[src/rtl/axi_atop_pkg.sv]
// axi_atop_pkg: shared types and atop[5:4] encodings for the ATOP sequencer.
package axi_atop_pkg;

    typedef enum logic [1:0] {IDLE, DRAIN, ISSUE, RESP} atop_seq_state_e;

    localparam logic [1:0] ATOP_NONE     = 2'b00;
    localparam logic [1:0] ATOP_STORE    = 2'b01;
    localparam logic [1:0] ATOP_LOAD     = 2'b10;
    localparam logic [1:0] ATOP_SWAP_CMP = 2'b11;

    // Everything except an atomic store returns read data.
    function automatic logic atop_needs_r(input logic [1:0] kind);
        return (kind == ATOP_LOAD) || (kind == ATOP_SWAP_CMP);
    endfunction

endpackage

[src/rtl/axi_outstanding_cnt.sv]
// axi_outstanding_cnt: saturating up/down counter of outstanding transactions.
module axi_outstanding_cnt #(
    parameter int unsigned CntWidth = 4
) (
    input  logic clk_i,
    input  logic rst_ni,
    input  logic inc_i,
    input  logic dec_i,
    output logic full_o,
    output logic empty_o
);

    logic [CntWidth-1:0] cnt_q, cnt_d;
    logic                inc, dec;

    assign full_o  = &cnt_q;
    assign empty_o = (cnt_q == '0);
    assign inc     = inc_i & ~full_o;
    assign dec     = dec_i & ~empty_o;
    assign cnt_d   = (inc & ~dec) ? cnt_q + 1'b1 : (dec & ~inc) ? cnt_q - 1'b1 : cnt_q;

    always_ff @(posedge clk_i or negedge rst_ni) begin
        if (!rst_ni) cnt_q <= '0;
        else         cnt_q <= cnt_d;
    end

endmodule

[src/rtl/axi_atop_sequencer.sv]
// axi_atop_sequencer: drains normal traffic, then lets exactly one ATOP through at a time.
// Only valid/ready are gated; payloads bypass this block.
module axi_atop_sequencer
    import axi_atop_pkg::*;
#(
    parameter int unsigned CntWidth = 4
) (
    input  logic        clk_i,
    input  logic        rst_ni,
    input  logic        slv_aw_valid_i,
    input  logic [5:0]  slv_aw_atop_i,
    output logic        slv_aw_ready_o,
    output logic        mst_aw_valid_o,
    input  logic        mst_aw_ready_i,
    input  logic        slv_w_valid_i,
    input  logic        slv_w_last_i,
    output logic        slv_w_ready_o,
    output logic        mst_w_valid_o,
    input  logic        mst_w_ready_i,
    input  logic        slv_ar_valid_i,
    output logic        slv_ar_ready_o,
    output logic        mst_ar_valid_o,
    input  logic        mst_ar_ready_i,
    input  logic        b_hs_i,
    input  logic        r_last_hs_i,
    output logic        busy_o,
    output logic [15:0] atop_cnt_o
);

    atop_seq_state_e state_q, state_d;
    logic            need_r_q, need_r_d;
    logic            w_done_q, w_done_d;
    logic            b_done_q, b_done_d;
    logic            r_done_q, r_done_d;
    logic [15:0]     atop_cnt_q, atop_cnt_d;
    logic            w_full, w_empty, r_full, r_empty;
    logic            aw_pass, w_pass, ar_pass;
    logic            aw_hs, ar_hs, w_last_hs;
    logic            atop_kind, is_atop, unused_atop;

    assign atop_kind   = (slv_aw_atop_i[5:4] != ATOP_NONE);
    assign is_atop     = slv_aw_valid_i & atop_kind;
    assign unused_atop = ^slv_aw_atop_i[3:0];
    assign aw_hs       = mst_aw_valid_o & mst_aw_ready_i;
    assign ar_hs       = mst_ar_valid_o & mst_ar_ready_i;
    assign w_last_hs   = mst_w_valid_o & mst_w_ready_i & slv_w_last_i;

    axi_outstanding_cnt #(.CntWidth(CntWidth)) u_wcnt (
        .clk_i   (clk_i),
        .rst_ni  (rst_ni),
        .inc_i   (aw_hs),
        .dec_i   (b_hs_i),
        .full_o  (w_full),
        .empty_o (w_empty)
    );

    axi_outstanding_cnt #(.CntWidth(CntWidth)) u_rcnt (
        .clk_i   (clk_i),
        .rst_ni  (rst_ni),
        .inc_i   (ar_hs),
        .dec_i   (r_last_hs_i),
        .full_o  (r_full),
        .empty_o (r_empty)
    );

    always_ff @(posedge clk_i or negedge rst_ni) begin
        if (!rst_ni) begin
            state_q    <= IDLE;
            need_r_q   <= 1'b0;
            w_done_q   <= 1'b0;
            b_done_q   <= 1'b0;
            r_done_q   <= 1'b0;
            atop_cnt_q <= '0;
        end else begin
            state_q    <= state_d;
            need_r_q   <= need_r_d;
            w_done_q   <= w_done_d;
            b_done_q   <= b_done_d;
            r_done_q   <= r_done_d;
            atop_cnt_q <= atop_cnt_d;
        end
    end

    // Completion flags look at this cycle's events so RESP exits on the last one.
    always_comb begin
        state_d    = state_q;
        need_r_d   = need_r_q;
        w_done_d   = w_done_q | (w_last_hs & (state_q inside {ISSUE, RESP}));
        b_done_d   = b_done_q | (b_hs_i & (state_q == RESP));
        r_done_d   = r_done_q | ((r_last_hs_i | ~need_r_q) & (state_q == RESP));
        atop_cnt_d = atop_cnt_q;
        case (state_q)
            IDLE: if (is_atop) begin
                state_d  = DRAIN;
                need_r_d = atop_needs_r(slv_aw_atop_i[5:4]);
            end
            DRAIN: if (w_empty && r_empty) state_d = ISSUE;
            ISSUE: if (aw_hs) state_d = RESP;
            RESP: if (w_done_d && b_done_d && r_done_d) begin
                state_d    = is_atop ? DRAIN : IDLE;
                need_r_d   = is_atop & atop_needs_r(slv_aw_atop_i[5:4]);
                w_done_d   = 1'b0;
                b_done_d   = 1'b0;
                r_done_d   = 1'b0;
                atop_cnt_d = atop_cnt_q + 16'd1;
            end
            default: state_d = IDLE;
        endcase
    end

    always_comb begin
        aw_pass        = ~w_full & (((state_q == IDLE) & ~atop_kind) | (state_q == ISSUE));
        ar_pass        = ~r_full & (state_q == IDLE);
        w_pass         = ~((state_q == RESP) & w_done_q);
        mst_aw_valid_o = slv_aw_valid_i & aw_pass;
        slv_aw_ready_o = mst_aw_ready_i & aw_pass;
        mst_w_valid_o  = slv_w_valid_i & w_pass;
        slv_w_ready_o  = mst_w_ready_i & w_pass;
        mst_ar_valid_o = slv_ar_valid_i & ar_pass;
        slv_ar_ready_o = mst_ar_ready_i & ar_pass;
        busy_o         = (state_q != IDLE);
        atop_cnt_o     = atop_cnt_q;
    end

    a_no_b_underflow: assert property (@(posedge clk_i) disable iff (!rst_ni)
        (b_hs_i && w_empty) |-> (state_q == RESP));
    a_no_r_underflow: assert property (@(posedge clk_i) disable iff (!rst_ni)
        (r_last_hs_i && r_empty) |-> (state_q == RESP));
    a_aw_stable: assert property (@(posedge clk_i) disable iff (!rst_ni)
        (state_q == ISSUE && mst_aw_valid_o && !mst_aw_ready_i) |=> mst_aw_valid_o);

endmodule

[config.mk]
export PLATFORM = sky130hd
export DESIGN_NAME = axi_atop_sequencer
export DESIGN_NICKNAME = d
export VERILOG_FILES = /design/src/rtl/axi_atop_pkg.sv /design/src/rtl/axi_outstanding_cnt.sv /design/src/rtl/axi_atop_sequencer.sv
export SDC_FILE = /design/constraint.sdc
export NUM_CORES = 1
export LEC_CHECK = 0
export ABC_CLOCK_PERIOD_IN_PS = 6000
export CAP_MARGIN = 25
export CORE_UTILIZATION = 70
export CTS_BUF_LIST = sky130_fd_sc_hd__clkbuf_2
export DETAILED_ROUTE_END_ITERATION = 10
export DONT_BUFFER_PORTS = 1
export GPL_TIMING_DRIVEN = 0
export PLACE_DENSITY = 0.86
export SLEW_MARGIN = 30
export SYNTH_ARGS = -nofsm -noshare
export SYNTH_HDL_FRONTEND = slang
export SYNTH_SLANG_ARGS = --single-unit
[constraint.sdc]
create_clock -name clk_i -period 6 [get_ports clk_i]
set_clock_uncertainty 0.05 [all_clocks]
set_input_delay 0.6 -clock clk_i [delete_from_list [all_inputs] [get_ports clk_i]]
set_output_delay 0.6 -clock clk_i [all_outputs]
set_load 0.1 [all_outputs]
### Word-level counts from Yosys, hierarchy flattened

Cells that the tools add are included.

| word-level totals | value |
|---|---|
| register bits | 30 |
| bits in latches | 0 |
| bits in writable memories | 0 |
| memory bits (read-only) | 0 |
| memories | 0 |

| cells by class | value |
|---|---|
| add/subtract/negate cells | 5 |
| multiply operators | 0 |
| div/mod/pow operators | 0 |
| magnitude comparators | 0 |
| equality and inequality tests | 9 |
| shift-type cells | 0 |
| muxes and demuxes | 19 |
| bitwise operators | 43 |
| reductions and logical operators | 18 |

Operator list:

| kind | count |
|---|---|
| $and A1 B1 Y1 | 27 |
| $add A16 B1 Y16 const B | 1 |
| $mux W4 | 4 |
| $reduce_and A4 Y1 | 3 |
| $reduce_bool A2 Y1 | 6 |
| $not A1 Y1 | 11 |
| $mux W1 | 9 |
| $add A4 B1 Y4 const B | 2 |
| $eq A2 B2 Y1 const B | 4 |
| $logic_not A4 Y1 | 2 |
| $mux W2 | 4 |
| $pmux W2 S4 | 1 |
| $sub A4 B1 Y4 const B | 2 |
| $or A1 B1 Y1 | 5 |
| $ne A2 B1 Y1 const B | 2 |
| $ne A2 B2 Y1 const B | 2 |
| $logic_and A1 B1 Y1 | 3 |
| $reduce_and A3 Y1 | 1 |
| $eq A2 B1 Y1 const B | 1 |
| $logic_not A2 Y1 | 1 |
| $pmux W1 S2 | 1 |
| $reduce_and A2 Y1 | 1 |
| $logic_or A1 B1 Y1 | 1 |

### Depth between registers and ports, before layout

Gate-level depths: netlist of the first run.

| logic depth | value |
|---|---|
| word-level depth | 12 |
| depth in mapped cells | 13 |
| depth with buffers taken out | 13 |

### By module

From an unflattened synthesis of the first run, not the netlist that was laid out.

| second synthesis, totals | value |
|---|---|
| cells, all modules | 185 |
| area total of the unflattened synthesis | 1871.8 sq um |

By module, submodules not included:

| module | times used | cells each | area each (sq um) | sequential area each (sq um) |
|---|---|---|---|---|
| axi_atop_sequencer | 1 | 121 | 1208.7 | 550.5 |
| axi_outstanding_cnt | 2 | 32 | 331.6 | 100.1 |

### Least setup slack after synthesis of the first run

OpenSTA, ideal clock, no wires.

| path | value |
|---|---|
| path kind | register to register |
| start | reg state_q[0] |
| end | reg u_wcnt.cnt_q[3] |
| data arrival time | 3.532 ns |
| data required time | 5.825 ns |
| path slack | 2.293 ns |
| stages on the path, launching flop included | 14 |
| period minus slack after synthesis | 3.707 ns |
| cells stage by stage | dfrtp_1 > inv_1 > ha_1 > a21oi_1 > nor2_1 > and2_1 > ha_1 > inv_1 > ha_1 > a21o_1 > a21oi_1 > xnor2_1 > nor2_1 > xor2_1 |

| on the way | value |
|---|---|
| longest elaborated chain between the ends | 10 |

RTL lines:

| element | RTL line | text |
|---|---|---|
| start, declared | axi_atop_sequencer.sv:30 | `atop_seq_state_e state_q, state_d;` |
| start signal, assigned | axi_atop_sequencer.sv:75 | `state_q <= state_d;` |
| $logic_not A2 Y1 | axi_atop_sequencer.sv:112 | `aw_pass = ~w_full & (((state_q == IDLE) & ~atop_kind) \| (state_q == ISSUE));` |
| $and A1 B1 Y1 | axi_atop_sequencer.sv:112 |  |
| $or A1 B1 Y1 (*) | axi_atop_sequencer.sv:112 |  |
| $and A1 B1 Y1 (*) | axi_atop_sequencer.sv:112 |  |
| $and A1 B1 Y1 (*) | axi_atop_sequencer.sv:115 | `mst_aw_valid_o = slv_aw_valid_i & aw_pass;` |
| via mst_aw_valid_o | axi_atop_sequencer.sv:13 | `output logic mst_aw_valid_o,` |
| $and A1 B1 Y1 (*) | axi_atop_sequencer.sv:44 | `assign aw_hs = mst_aw_valid_o & mst_aw_ready_i;` |
| $and A1 B1 Y1 (*) | axi_outstanding_cnt.sv:18 | `assign inc = inc_i & ~full_o;` |
| $not A1 Y1 | axi_outstanding_cnt.sv:20 | `assign cnt_d = (inc & ~dec) ? cnt_q + 1'b1 : (dec & ~inc) ? cnt_q - 1'b1 : cnt_q;` |
| $and A1 B1 Y1 | axi_outstanding_cnt.sv:20 |  |
| $reduce_bool A2 Y1 (no line) | -- |  |
| end signal, assigned | axi_outstanding_cnt.sv:24 | `else cnt_q <= cnt_d;` |
| end, declared | axi_outstanding_cnt.sv:13 | `logic [CntWidth-1:0] cnt_q, cnt_d;` |

The timed path passes the listed nets; every way through them passes the cells marked *.
A chain may end at the register's enable or synchronous reset.

### Final worst setup path of the first run

| path | value |
|---|---|
| start | reg state_q[0] |
| end | reg u_rcnt.cnt_q[3] |

| on the way | value |
|---|---|
| longest elaborated chain between the ends | 8 |

RTL lines:

| element | RTL line | text |
|---|---|---|
| $logic_not A2 Y1 (*) | axi_atop_sequencer.sv:113 | `ar_pass = ~r_full & (state_q == IDLE);` |
| $and A1 B1 Y1 (*) | axi_atop_sequencer.sv:113 |  |
| $and A1 B1 Y1 (*) | axi_atop_sequencer.sv:119 | `mst_ar_valid_o = slv_ar_valid_i & ar_pass;` |
| via mst_ar_valid_o | axi_atop_sequencer.sv:22 | `output logic mst_ar_valid_o,` |
| $and A1 B1 Y1 (*) | axi_atop_sequencer.sv:45 | `assign ar_hs = mst_ar_valid_o & mst_ar_ready_i;` |
| $and A1 B1 Y1 (*) | axi_outstanding_cnt.sv:18 |  |
| $not A1 Y1 | axi_outstanding_cnt.sv:20 |  |
| $and A1 B1 Y1 | axi_outstanding_cnt.sv:20 |  |
| $reduce_bool A2 Y1 (no line) | -- |  |
| end signal, assigned | axi_outstanding_cnt.sv:24 |  |
| end, declared | axi_outstanding_cnt.sv:13 |  |

Marked as above.

==> run_results.csv, run 1 <==
group,metric,value,unit
grt,grt_overflow_total,0,
floorplan,fp.dieH,51.54,µm
floorplan,rows,17,
synth,ys_seq_area_share,43.70,%
synth,synth_area_leaders,"dfrtp_1, xnor2_1, ha_1",
critical_path,reg2regPathDepth,12,
route,drt_pre_antenna_iters,4,
synth,ys_top_cells_by_count,"dfrtp_1, xnor2_1, ha_1, nand2_1, nor2_1",
timing,whs,0.3080,ns
placement,gp_congestion,0.7997,
pwr,power.leakage,0.8134,nW
floorplan,die_area,2656,µm²
critical_path,cp-end-kind,"flop",
critical_path,path_class,"flop to flop",
route,drc,0,
timing,setup_violations,0,
synth,synthDistinctLibCells,36,
cts,cts_buffer_depth,2,
route,vias_per_cell,6.318,
synth,synth_cells,160,
finish,finalNonFillerCells,198,
synth,synth-edff-count,0,
critical_path,critPathRequiredTime,6.22,ns
floorplan,die_w,51.54,µm
grt,antenna_found_initial,0,
synth,syn_area,1718,µm²
placement,numPortBuffers,0,
floorplan,coreArea,2255,µm²
cts,cts_tree,"yes",
synth,synth_top_area_share,43.70,%
cts,cts_root_buf,"clkbuf_2",
route,routedWlPerCell,17.29,µm
finish,antenna_cells,0,
min_path,hold_depth,2,
route,drt_wl_total,3423,µm
placement,dp_cells,188,
cts,clkTransAtPathRegs,0.17,ns
finish,num-nets-final,200,
critical_path,arrival,3.72,ns
placement,dp_hpwl,2475,µm
timing,period_needed,3.495,ns
timing,fmax,286.1,MHz
floorplan,ioPinCount,40,
critical_path,start_kind,"flop",
synth,synth_warnings,0,
grt,grt_pass1_wl,5830,µm
synth,synth_nets,191,
synth,synthArstFlopShare,100.0,%
grt,grt_pass1_vias,1319,
cts,clock_latency,0.38,ns
timing,rsz0062_at_grt,"no",
run_status,status,"completed",
route,num_vias,1251,
timing,fin_crit_sh,58.26,%
cts,cts_buffers,5,
pwr,ir_drop,0.4914,mV
cts,htree_num_levels,2,
timing,report.final.slew_viol_count,0,
flow_run,cap_violations,0,
finish,syn_to_final_growth,8.449,%
grt,grt_usage,31.15,%
cts,clock-sinks,30,
timing,slew_headroom,31.10,%
cts,cts_resized,0,
pwr,p_per_area,558.9,nW/µm²
floorplan,initial_core_util,76.19,%
route,drt_iter0_drc,20,
synth,synth_area_per_cell,10.74,µm²
min_path,hp-class,"primary input to flop",
synth,synth_most_common_cell,"dfrtp_1",
route,postRouteAntennaNets,0,
synth,synth.largest_area_cell,"dfrtp_1",
finish,drive_gt1_share,15.88,%
synth,synth_top_flop_cell,"dfrtp_1",
timing,hold_violations,0,
grt,grt_max_degree,31,
synth,ys_seq_elements,30,
timing,fin_setup_tns,0,ns
critical_path,critical_path.max_fanout,6,
timing,worst_pin_slew,1.033,ns
-- stage by stage --
step | area [µm²] | worst slack [ns] | util, % | total power [mW]
2_1_floorplan | 1718 | 2.293 | - | 0.8305
3_3_place_gp | 1753 | 2.106 | 77.75 | 0.8789
3_5_place_dp | 1790 | 2.596 | 79.41 | 0.9292
4_1_cts | 1862 | 2.550 | 82.57 | 1.036
5_1_grt | 1863 | 2.320 | 82.63 | 1.110
6_report | 1863 | 2.505 | 82.63 | 1.041
-- repair_timing --
item | CTS | global route
hold buffers | 2 | 0
setup buffers | 0 | 0
hold endpoints to repair | 30 | 0
-- critical path: stages (launching register included) --
cell	delay (ns)
dfrtp_1	0.44
inv_1	0.15
ha_1	0.33
and3_1	0.87
and2_1	0.24
ha_1	0.20
inv_1	0.09
ha_1	0.29
a21o_2	0.22
a21oi_1	0.17
xnor2_1	0.14
nor2_1	0.06
xor2_1	0.14
-- layer usage --
| layer | part of all wire [%] | global-route usage (%) | wire length, µm | vias to the layer above |
|---|---|---|---|---|
| met5 | 0 | 0 | 0 | - |
| li1 | - | - | - | 583 |
| met1 | 42 | 37.23 | 1440 | 620 |
| met4 | 2.4 | 14.41 | 82 | 0 |
| met3 | 6.5 | 11.70 | 222 | 11 |
| met2 | 49 | 49.78 | 1678 | 37 |
-- placed cells by master (no fill, tap or decap), types with 3 or more instances in the layout --
cell / n
a21oi_1: 7
and3_1: 5
clkbuf_2: 5
dfrtp_1: 29
ha_1: 12
inv_1: 7
nand2_1: 12
nand3_1: 4
nand4_1: 11
nor2_1: 10
o21ai_0: 3
xnor2_1: 19
xor2_1: 4
-- flip-flops by register name, summed over array words and instances (netlist names) --
| signal | count |
|---|---|
| w_done_q | 1 |
| state_q | 2 |
| b_done_q | 1 |
| u_rcnt.cnt_q | 4 |
| atop_cnt_o | 16 |
| r_done_q | 1 |
| need_r_q | 1 |
| u_wcnt.cnt_q | 4 |
-- path summary, 6_finish.rpt --
path / start / to / slack (ns)
max: state_q[0] / u_rcnt.cnt_q[3] / 2.50
min: slv_w_last_i / w_done_q / 0.31
max reg2reg: state_q[0] / u_rcnt.cnt_q[3] / 2.50
min reg2reg: u_wcnt.cnt_q[3] / u_wcnt.cnt_q[3] / 0.46
max in group asynchronous: rst_ni / u_rcnt.cnt_q[2] / 5.14
min in group asynchronous: rst_ni / state_q[1] / 0.59
-- report_power, final --
group / switching (mW) / total, mW / internal [mW]
Sequential: 0.194 / 0.459 / 0.265
Combinational: 0.300 / 0.481 / 0.181
Clock: 0.0740 / 0.100 / 0.0265
-- kinds of logic (layout without fill, tap and decap cells) --
kind of cell	after synthesis	count (layout)	synth area share, %
muxes	4	4	2.622
buffers and inverters	11	21	2.986
adders and majority gates	14	14	11.07
DFF	30	30	43.70
AOI/OAI and AO/OA	24	24	10.05
and+or+nand+nor	54	54	17.84
xor gates and xnor gates	23	23	11.73
-- layout make-up --
cell class,instances,area (µm²)
Multi-Input combinational cell,119,953.4
Sequential cell,30,752.0
Fill cell,147,391.6
Tap cell,28,35.03
Timing Repair Buffer,2,30.03
Inverter,8,30.03
Clock buffer,5,25.02
Buffer,3,21.27
Clock inverter,3,16.27
No activity file was read; power rests on OpenSTA's default activity.
==> run 2, diff against run 1 <==
- ABC_CLOCK_PERIOD_IN_PS: 6000 -> 2900
- CORE_UTILIZATION: 70 -> 59
- PLACE_DENSITY: 0.86 -> 0.78
- clock period: 6 -> 2.9 ns (I/O delays scaled with it)
==> run 2 against run 1 <==
Global-route usage is 6.6 points lower; sequential power grew 110%; critical path type unchanged; largest cell class unchanged; first-iteration DRC count rose by 20%; count of clock-buffer cells in the layout did not move; highest routed layer unchanged; worst hold slack worse by 0.28 ns; flip-flop and latch count did not move; total power is 130% higher; critical path depth is 1 higher.
==> run_results.csv, run 2 (same netlist as run 1, synthesis figures left out) <==
group,metric,value,unit
critical_path,reg2regPathDepth,13,
placement,numPortBuffers,0,
cts,clock-sinks,30,
cts,cts_tree,"yes",
finish,antenna_cells,0,
floorplan,rows,19,
route,wirelength_met1,1453,µm
finish,layout_common_cells,"dfrtp_1, xnor2_1, nand2_1",
cts,cts_buffers,5,
route,drt_pre_antenna_iters,4,
route,vias_per_cell,6.019,
grt,grt_overflow_total,0,
min_path,holdPathEnd,"b_done_q",
pwr,power.leakage,0.8786,nW
cts,clkTransAtPathRegs,0.14,ns
route,wl_met2,1738,µm
route,routedWlPerCell,16.42,µm
finish,final_common_cell,"dfrtp_1",
finish,largest_reg_flops,16,
critical_path,max_stage_delay,0.43,ns
critical_path,path_class,"flop to flop",
floorplan,coreArea,2758,µm²
run_status,status,"completed",
critical_path,path_cells,"inv_2 > ha_4 > buf_4 > and3_4 > and2_4 > ha_2 > inv_1 > ha_1 > a21o_2 > a21oi_2 > xnor2_1 > nor2_1 > xor2_1",
pwr,ir_drop,0.8809,mV
placement,gp_congestion,0.8095,
placement,pre_cts_slack,-0.3142,ns
cts,clock_latency,0.35,ns
critical_path,arrival,2.99,ns
grt,grt_usage,24.56,%
timing,report.final.slew_viol_count,0,
grt,grt_pass1_wl,5865,µm
route,num_vias,1276,
placement,dp_hpwl,2426,µm
timing,fmax,358.3,MHz
critical_path,critical_path.max_fanout,3,
route,top_layer,"met4",
critical_path,cp-end-kind,"flop",
critical_path,crit_buf_inv,3,
critical_path,critPathSlowestCell,"dfrtp_1",
route,drt_iter0_drc,24,
cts,cts_buffer_depth,2,
timing,layout_setup_ws,0.1090,ns
route,drt_wl_total,3480,µm
critical_path,reg2reg_slack,0.11,ns
floorplan,ioPinCount,40,
finish,syn_to_final_growth,19.96,%
timing,hold_violations,0,
route,drc,0,
finish,drive_gt1_share,29.28,%
flow_run,cap_violations,0,
cts,htree_num_levels,2,
min_path,hp-start,"b_hs_i",
timing,slew_headroom,31.29,%
critical_path,crit_family,"adder cells",
floorplan,fp.dieH,55.96,µm
route,dr_wl_met3,243,µm
pwr,finalPower,2.434,mW
grt,grt_pass1_vias,1281,
pwr,p_per_area,1181,nW/µm²
timing,worst_pin_slew,1.031,ns
critical_path,critPathRequiredTime,3.10,ns
finish,num-nets-final,212,
grt,antenna_found_initial,0,
critical_path,r2r-end,"u_rcnt.cnt_q[3]",
critical_path,start_kind,"flop",
floorplan,initial_core_util,62.30,%
min_path,hold_depth,2,
timing,setup_violations,0,
min_path,hp-class,"primary input to flop",
critical_path,r2r_start,"state_q[0]",
cts,cts_root_buf,"clkbuf_2",
floorplan,die_area,3132,µm²
timing,period_needed,2.791,ns
floorplan,die_w,55.96,µm
timing,fin_crit_sh,96.24,%
route,postRouteAntennaNets,0,
grt,grt_max_degree,31,
## run 2: changes by cell type in the layout (fill, tap and decap cells not counted), moves of 3 or more
cell and change:
buf_4 +11, ha_1 -5, ha_4 +4, a21oi_1 -3, inv_1 -3, inv_2 +3
## run 2: metrics by stage
step	hold slack (ns)	instances	area (µm²)	utilization (%)	setup TNS (ns)
2_1_floorplan	-0.05559	160	1727	-	-0.6668
3_3_place_gp	-0.05510	191	1765	64.02	-1.006
3_5_place_dp	-0.05515	191	1795	65.11	-0.5364
4_1_cts	0.005518	207	1983	71.91	0
5_1_grt	0.01525	212	2061	74.73	-0.008377
6_report	0.02946	212	2061	74.73	0
## run 2: how the worst max path moves through the flow
stage                           from         endpoint  slack, ns  depth (start not counted)
after global placement    state_q[1]    mst_w_valid_o      -0.38                          3
after detailed placement  state_q[0]  u_wcnt.cnt_q[3]      -0.31                         13
final                     state_q[0]  u_rcnt.cnt_q[3]       0.11                         13
after global routing      state_q[0]  u_rcnt.cnt_q[3]     -0.008                         13
after CTS                 state_q[0]  u_rcnt.cnt_q[3]       0.02                         12
after floorplan           state_q[1]    mst_w_valid_o      -0.33                          3
## run 2: repair_timing
item                                    CTS  global route
buffers inserted                          7             4
endpoints found under the hold margin    30             1
pin swaps                                 3            11
gates resized for setup                  13             6
hold buffers                              2             1
endpoints found under the setup margin    4             2
## run 2: metal layers
metal / up-vias / track usage [%]
met3: 5 / 7.674
met4: 0 / 10.80
li1: 610 / -
met2: 42 / 38.78
met5: - / 0
met1: 619 / 31.27
## run 2: final cells by class
type | instances | area [µm²]
timing repair buffer | 14 | 122.6
fill | 189 | 696.9
inverter | 8 | 30.03
multi-input combinational | 119 | 1035
clock inverter | 2 | 33.78
tap | 31 | 38.79
buffer | 3 | 21.27
clock buffer | 5 | 25.02
sequential | 30 | 754.5
## run 2: power breakdown
group / internal [mW] / total, mW / switching [mW] / leakage, nW
Combinational: 0.519 / 1.21 / 0.695 / 0.464
Clock: 0.139 / 0.276 / 0.137 / 0.0365
Sequential: 0.551 / 0.944 / 0.393 / 0.378
==> run 3, diff against run 2 <==
- PLACE_DENSITY: 0.78 -> 0.81
==> run 3 against run 2 <==
Fmax is 1.3% lower; die area stayed put; register-to-register slack got worse by 0.04 ns; flip-flop and latch count did not move; worst hold slack better by 0.011 ns; count of clock-buffer cells in the layout did not move; critical endpoint is now u_wcnt.cnt_q[3]; largest cell class unchanged.
==> run_results.csv, run 3 (same netlist as run 1, synthesis figures left out) <==
group,metric,value,unit
route,drt_wl_total,3514,µm
cts,cts_buffer_depth,2,
placement,dp_hpwl,2580,µm
timing,whs,0.04034,ns
floorplan,ioPinCount,40,
finish,layout_common_cells,"dfrtp_1, xnor2_1, nand2_1",
critical_path,reg2regPathDepth,13,
timing,hold_violations,0,
timing,setup_violations,0,
critical_path,critPathSlowestCell,"nor2_4",
floorplan,die_w,55.96,µm
grt,grt_pass1_wl,6085,µm
cts,clock_latency,0.37,ns
pwr,seqPwrFrac,41.5,%
timing,fmax,353.6,MHz
route,drt_iter0_drc,64,
floorplan,fp.dieH,55.96,µm
critical_path,critPathRequiredTime,3.12,ns
placement,pre_cts_slack,-0.3905,ns
finish,final_common_cell,"dfrtp_1",
route,drc,0,
timing,fin_crit_sh,97.53,%
cts,clkTransAtPathRegs,0.16,ns
floorplan,coreArea,2758,µm²
finish,utilization,71.46,%
pwr,p_int,1.061,mW
route,routedWlPerCell,17.14,µm
critical_path,start_kind,"flop",
critical_path,path_cells,"inv_2 > ha_4 > a21oi_4 > nor2_4 > and2_4 > ha_4 > inv_2 > ha_4 > a21o_1 > a21oi_2 > xnor2_1 > nor2_1 > xor2_1",
pwr,p_per_area,1155,nW/µm²
timing,slew_headroom,31.52,%
pwr,finalPower,2.276,mW
pwr,clkPwrFrac,9.0,%
grt,antenna_found_initial,0,
floorplan,die_area,3132,µm²
finish,syn_to_final_growth,14.71,%
route,drt_pre_antenna_iters,6,
timing,worst_pin_slew,1.027,ns
placement,gp_congestion,0.8465,
pwr,swShare,53.41,%
cts,cts_buffers,5,
finish,drive_gt1_share,24.71,%
critical_path,arrival,3.05,ns
run_status,status,"completed",
grt,grt_max_degree,31,
grt,grt_pass1_vias,1355,
critical_path,path_class,"flop to flop",
critical_path,cp-end-kind,"flop",
finish,num-nets-final,204,
pwr,p_sw,1.216,mW
route,num_vias,1245,
route,vias_per_cell,6.073,
pwr,comb_power_share,49.5,%
critical_path,crit_family,"simple AND/OR/NAND/NOR gates",
route,postRouteAntennaNets,0,
critical_path,max_stage_delay,0.53,ns
critical_path,crit_buf_inv,2,
pwr,power.leakage,0.8320,nW
cts,clock-sinks,30,
grt,grt_overflow_total,0,
critical_path,path_depth,13,
grt,grt_usage,25.16,%
timing,layout_setup_ws,0.07161,ns
min_path,hold_depth,2,
timing,period_needed,2.828,ns
finish,antenna_cells,0,
floorplan,initial_core_util,62.30,%
critical_path,critical_path.max_fanout,4,
placement,numPortBuffers,0,
cts,htree_num_levels,2,
flow_run,cap_violations,0,
cts,cts_root_buf,"clkbuf_2",
floorplan,rows,19,
min_path,hp-class,"primary input to flop",
finish,largest_reg_flops,16,
timing,rsz0062_at_grt,"no",
cts,cts_tree,"yes",
pwr,ir_drop,0.8808,mV
timing,report.final.slew_viol_count,0,
critical_path,timing.critical_path.mode_cell,"ha_4",
run 3: metrics by stage:
step                      TNS, ns  instances  area (µm²)
final                           0        205        1971
after global routing            0        205        1971
after CTS                       0        205        1946
after detailed placement  -0.6037        191        1795
after global placement     -1.024        191        1765
after floorplan           -0.6668        160        1727
run 3: power by group through the flow:
stage	Sequential (mW)	Clock [mW]	Combinational, mW
final	0.945	0.204	1.13
after global routing	0.969	0.228	1.23
after CTS	0.941	0.209	1.10
after detailed placement	0.953	0	0.983
after global placement	0.930	0	0.910
after floorplan	0.904	0	0.823
run 3: path summary, 6_finish.rpt:
check | from | to | slack [ns]
worst min-delay path | slv_w_last_i | w_done_q | 0.04
min in group asynchronous | rst_ni | u_rcnt.cnt_q[1] | 0.31
worst max register to register | state_q[0] | u_wcnt.cnt_q[3] | 0.07
max in group asynchronous | rst_ni | state_q[1] | 2.30
worst min register to register | u_wcnt.cnt_q[3] | u_wcnt.cnt_q[3] | 0.46
worst max-delay path | state_q[0] | u_wcnt.cnt_q[3] | 0.07
run 3: worst register-to-register path: cells and delay by family, from the launching register on:
family                   cells  cell delay (ns)
flip-flops                   1             0.43
XOR/XNOR                     2             0.29
buffers and inverters        2             0.18
AO/OA/AOI/OAI                3             0.40
AND/OR/NAND/NOR              3             0.87
adder cells (fa/ha/maj)      3             0.54
run 3: repair_timing:
item	in CTS	in global routing
endpoints found under the hold margin	30	0
pin swaps	4	8
resized for setup	13	3
setup endpoints to repair	4	2
hold buffers	2	0
setup buffers	4	0
run 3: cell type report:
class,instances,area [µm²]
clock buffer,5,25.02
timing repair buffer,6,60.06
inverter,8,30.03
buffer,3,21.27
fill,212,787.0
tap,31,38.79
multi-input combinational,119,1026
sequential,30,753.2
clock inverter,3,16.27
run 3: per-layer routing:
layer  vias up  track usage, %  wire length [µm]  share of wire (%)
met5         -               0                 0                  0
met1       627           29.91              1469                 42
met2        29           43.37              1889                 54
met4         0           8.014                 8               0.23
li1        587               -                 -                  -
met3         2           7.907               147                4.2
